### config.mk
export PLATFORM = sky130hd
export DESIGN_NAME = shift_register
export DESIGN_NICKNAME = d
export VERILOG_FILES = /design/src/rtl/shift_register_pkg.sv /design/src/rtl/shift_register.sv
export SDC_FILE = /design/constraint.sdc
export NUM_CORES = 1
export LEC_CHECK = 0
export CORE_AREA = 8 8 45 47
export DETAILED_ROUTE_END_ITERATION = 7
export DIE_AREA = 0 0 53 55
export PLACE_DENSITY_LB_ADDON = 0.2
export SETUP_SLACK_MARGIN = 0.5
export SLEW_MARGIN = 30
export SYNTH_ARGS = -nofsm -noshare
export SYNTH_HDL_FRONTEND = slang
export SYNTH_SLANG_ARGS = --single-unit
### constraint.sdc
create_clock -name clk -period 2.1 [get_ports clk]
set_input_delay 0.42 -clock clk [delete_from_list [all_inputs] [get_ports clk]]
set_output_delay 0.42 -clock clk [all_outputs]
set_load 0.01 [all_outputs]
### src/rtl/shift_register_pkg.sv
`default_nettype none
// ============================================================================
// Module  : shift_register_pkg
// Purpose : Shared constants and helpers for the shift_register persistence
//           qualifier: legal range of N and the run-counter width rule.
// Ports   : none (package)
// Revision: 1.0  initial release
// ============================================================================
package shift_register_pkg;

  // Legal range for the hold-time parameter N.
  localparam int unsigned N_MIN = 1;
  localparam int unsigned N_MAX = 65535;

  // Width of a counter that must represent every value 0..n inclusive.
  // Out-of-range n is clamped to 1 bit so elaboration reaches the range check
  // in the module rather than failing on a zero-width vector first.
  function automatic int unsigned cnt_width(input int unsigned n);
    if (n < N_MIN) begin
      return 1;
    end
    return $clog2(n + 1);
  endfunction

endpackage
`default_nettype wire

### src/rtl/shift_register.sv
`default_nettype none
// ============================================================================
// Module  : shift_register
// Purpose : Persistence (hold-time) qualifier. `on` is high only while the
//           last N rising-edge samples of `in` were all 1. Equivalent to the
//           AND of all taps of an N-stage shift register fed by `in`, but
//           built as a saturating run counter so large N stays cheap.
// Ports   : clk   - system clock, all state changes on the rising edge
//           reset - synchronous active-high reset, overrides `in`
//           in    - condition being qualified
//           on    - registered qualified output
// Revision: 1.0  initial release
// ============================================================================
module shift_register
  import shift_register_pkg::*;
#(
  parameter int unsigned N = 256
) (
  input  logic clk,
  input  logic reset,
  input  logic in,
  output logic on
);

  localparam int unsigned CW = cnt_width(N);
  localparam logic [CW-1:0] C_N   = CW'(N);
  localparam logic [CW-1:0] C_ONE = CW'(1);

  // Reject illegal N at elaboration time.
  if ((N < N_MIN) || (N > N_MAX)) begin : g_n_range_check
    $error("shift_register: N=%0d is outside the legal range 1..65535", N);
  end

  logic [CW-1:0] cnt_q;
  logic [CW-1:0] cnt_d;
  logic          on_q;
  logic          on_d;

  // Run counter: any low sample restarts the run; a high sample extends it,
  // holding at N so a long-held input never wraps back to zero.
  always_comb begin
    cnt_d = cnt_q;
    if (!in) begin
      cnt_d = '0;
    end else if (cnt_q != C_N) begin
      cnt_d = cnt_q + C_ONE;
    end
  end

  // Output is registered from the next-state count, which keeps it
  // cycle-identical to decoding (cnt_q == N) while presenting a clean flop
  // output with no path from `in` to `on` inside the same cycle.
  always_comb begin
    on_d = (cnt_d == C_N);
  end

  always_ff @(posedge clk) begin
    if (reset) begin
      cnt_q <= '0;
      on_q  <= 1'b0;
    end else begin
      cnt_q <= cnt_d;
      on_q  <= on_d;
    end
  end

  assign on = on_q;

endmodule
`default_nettype wire

* After elaboration in Yosys (flattened, before gate mapping)
Index checks and enable logic that the tools add are counted. W data, S select, Z words.
Operators by class: $add $sub $neg 1, equality and inequality tests 2, mux-type cells 2
Operators by type and width (number):
- $mux W9 | 2
- $add A9 B1 Y9 const B | 1
- $eq A9 B9 Y1 const B | 1
- $ne A9 B9 Y1 const B | 1
Word-level totals: register bits after elaboration 10, bits of input ports 3, output and inout port bits 1, word-level logic and storage cells 7

* Logic depth before layout (Yosys ltp)
depth after elaboration 4, depth in mapped cells 6, mapped depth without buffers 6

* Worst setup path after synthesis
No wires, ideal clock.
path kind reg-to-reg, from register cnt_q[0], to register on_q, in the netlist on, library setup time 0.088 ns, arrival 1.380 ns, required time 2.012 ns, setup slack 0.633 ns, cell stages (with the launch flop) 7, buffers on the path 0, clock period less this slack 1.467 ns, path through dfxtp_1 inv_1 ha_1 nor4bb_1 nand3_1 mux2i_1 nor4_2
Between the ends: word-level cells in the longest chain between the ends 4, elaborated cells on any way between the ends 5, classes of those cells add/sub (1); eq/ne (2); mux (2)
RTL lines:
- from (decl) | RTL line shift_register.sv:34 | logic [CW-1:0] cnt_q;
- from (signal assigned) | RTL line shift_register.sv:62 | cnt_q <= cnt_d;
- $add A9 B1 Y9 / $ne A9 B9 Y1 (equally long branches) | RTL line shift_register.sv:46, shift_register.sv:45
- $mux W9 (*) | RTL line shift_register.sv:45 | end else if (cnt_q != C_N) begin
- $mux W9 (*) | RTL line shift_register.sv:43 | if (!in) begin
- $eq A9 B9 Y1 (*) | RTL line shift_register.sv:54 | on_d = (cnt_d == C_N);
- to (signal assigned) | RTL line shift_register.sv:63 | on_q <= on_d;
- to (decl) | RTL line shift_register.sv:36 | logic on_q;
Every way passes the cells marked *; elsewhere a longest branch is shown, timed or not. A chain may end at the register's enable or synchronous reset.

* Worst setup path in the final report
from register cnt_q[5], to register on_q, in the netlist on
Same word-level chain as after synthesis.

==> flow_metrics.py <==
metrics = {
    "die": {
        "num_rows": 14,
        "die_h_um": 55,
        "start_util_pct": 39.5,
        "die_w_um": 53,
        "io_pins": 4,
        "dieArea_um2": 2920,
        "core_um2": 1380,
    },
    "timing": {
        "rsz0062_at_grt": "no",
        "finalCriticalPeriod_ns": 1.48,
        "drv_slew": 0,
        "fmax_mhz": 676,
        "finalClockSkew_ns": 0.00591,
        "finalSetupViolations": 0,
        "max_slew.worst_pin.slew_ns": 0.284,
        "fin_crit_sh_pct": 70.5,
        "relSlewSlack_pct": 81.0,
        "hold_viol": 0,
        "finalSetupTns_ns": 0,
        "whs_ns": 0.543,
    },
    "worst_setup_path": {
        "endpoint_kind": "flip-flop",
        "worstRegToRegCells": 4,
        "r2r-start": "cnt_q[5]",
        "r2r_end": "on",
        "path_max_fanout": 6,
        "start_kind": "flip-flop",
        "regToRegSetupSlack_ns": 0.62,
        "path_class": "reg -> reg",
        "critical_path_required_ns": 2.29,
        "arrival_ns": 1.67,
    },
    "logic_synthesis": {
        "synth.distinct_cells": 24,
        "synth_warnings": 0,
        "synth.cell_area_um2": 547,
        "avgSynthCellArea_um2": 8.41,
        "synth_edf_count": 0,
        "async_flop_share_pct": 0,
        "ys_ff_latch": 10,
        "synthCells": 65,
        "syn_nets": 70,
        "ys_seq_area_share_pct": 36.6,
        "synth_flop_cell": "dfxtp_1",
    },
    "clocking": {
        "postCtsHoldBufs": 0,
        "cts_tree": "done",
        "htreeDepth": 1,
        "clock_sink_count": 10,
        "cts_made_buffers": 3,
        "cts-root-buf": "clkbuf_4",
        "cts.clk_slew.worst_paths_ns": 0.07,
        "clk_path_buf_depth": 2,
        "insertion_delay_ns": 0.27,
    },
    "power": {
        "power_density_nw_per_um2": 582,
        "peakVddDrop_uv": 330,
        "power.total_uw": 390,
        "leakage_nw": 0.261,
    },
    "layout": {
        "mostFrequentLayoutCells": "nor2_1, dfxtp_1, xnor2_1, nand2_1",
        "antenna_cells": 0,
        "finalNetCount": 79,
        "nFillCells": 137,
        "area_growth_pct": 22.4,
        "drive_above_1_share_pct": 23.3,
        "final_common_cell": "nor2_1",
        "fin_cells": 89,
    },
    "placement": {
        "post-place-cells": 84,
        "gp_congestion": 0.797,
        "port-buffer-count": 3,
        "dp_hpwl_um": 791,
    },
    "run_status": {
        "status": "finished, final reports clean",
    },
    "worst_hold_path": {
        "hp-class": "reg -> reg",
        "hold_start": "cnt_q[1]",
        "hold_end": "cnt_q[1]",
        "whs_path_depth": 2,
    },
    "detailed_routing": {
        "vias_per_cell": 5.12,
        "vias": 456,
        "first_iter_violations": 12,
        "wl_per_cell_um": 11.6,
        "drc": 0,
        "postRouteAntennaNets": 0,
        "dr.pass1.iters": 4,
        "wl_um": 1030,
    },
    "global_route": {
        "antenna_found_initial": 0,
        "grt_start_max_net_pins": 10,
        "grt_overflow": 0,
        "grt_first_pass_wirelength_um": 1860,
        "grt_pass1_vias": 448,
        "track_usage_pct": 8.88,
    },
    "job": {
        "cap_violations": 0,
    },
}
[state kept, by name (all words and copies together), names as in the netlist]
register and count:
on 1, cnt_q 9
[stage by stage]
stage	setup WS (ns)	instance area (um^2)	utilization (%)
6_report	0.620	669	48.4
5_1_grt	0.504	669	48.4
4_1_cts	0.547	643	46.5
3_5_place_dp	0.471	599	43.3
3_3_place_gp	0.477	599	43.3
2_1_floorplan	0.633	547	-
[cell type report]
cell class	count	area (um^2)	area share, %
sequential	10	205	30.7
tap	16	20.0	2.99
inverter	3	11.3	1.68
clock buffer	4	36.3	5.42
timing repair buffer	5	47.5	7.10
multi-input combinational	51	349	52.1
[worst max-delay path by stage]
| stage | from | to | slack, ns | cells past startpoint |
|---|---|---|---|---|
| after floorplan | cnt_q[0] | on | 0.63 | 6 |
| after global placement | cnt_q[0] | on | 0.48 | 6 |
| after detailed placement | cnt_q[0] | on | 0.47 | 6 |
| after CTS | on | on | 0.55 | 1 |
| after global routing | cnt_q[5] | on | 0.50 | 4 |
| final | cnt_q[5] | on | 0.62 | 4 |
[kinds of logic after synthesis]
group	after synthesis	share of synthesized area, %
adder cells (fa/ha/maj)	2	4.58
XOR/XNOR	7	11.2
buffers and inverters	4	2.97
AO/OA/AOI/OAI	5	5.49
AND/OR/NAND/NOR	34	33.4
multiplexers	3	5.72
flip-flops	10	36.6
[where the power goes]
| part | internal [mW] | switching, mW | total [mW] |
|---|---|---|---|
| clock | 0.105 | 0.0676 | 0.173 |
| sequential | 0.192 | 0.00287 | 0.195 |
| combinational | 0.0119 | 0.0101 | 0.0221 |
| total | 0.309 | 0.0806 | 0.390 |
[critical path: stages (launching register included)]
cell and delay (ns):
dfxtp_1 0.43, nand3_1 0.18, nor3_4 0.18, mux2_2 0.37, nor4_2 0.24
[synth_stat cells (2+ instances only)]
| cell type | count | area (um^2) |
|---|---|---|
| a211oi_1 | 2 | 15.0 |
| nor2_1 | 11 | 41.3 |
| xor2_1 | 2 | 17.5 |
| a21oi_1 | 2 | 10.0 |
| ha_1 | 2 | 25.0 |
| nand2b_1 | 2 | 12.5 |
| nand2_1 | 5 | 18.8 |
| nor2b_1 | 2 | 12.5 |
| nor3_1 | 2 | 10.0 |
| dfxtp_1 | 10 | 200 |
| or3_1 | 2 | 12.5 |
| xnor2_1 | 5 | 43.8 |
| mux2i_1 | 2 | 20.0 |
| nand3_1 | 4 | 20.0 |
| inv_1 | 3 | 11.3 |
[metal layers]
layer	wire, um	track usage (%)	vias to the layer above
met5	0	0	-
met4	39	6.47	0
met3	40	4.01	6
met2	438	13.3	8
met1	509	9.82	200
li1	-	-	242
[timing repair]
item / 4_1_cts / 5_1_grt
pin swaps: 1 / 2
endpoints found under the setup margin: 1 / 6
resized for setup: 0 / 9
buffers inserted: 1 / 0
Power figures use the tool's default switching activity.
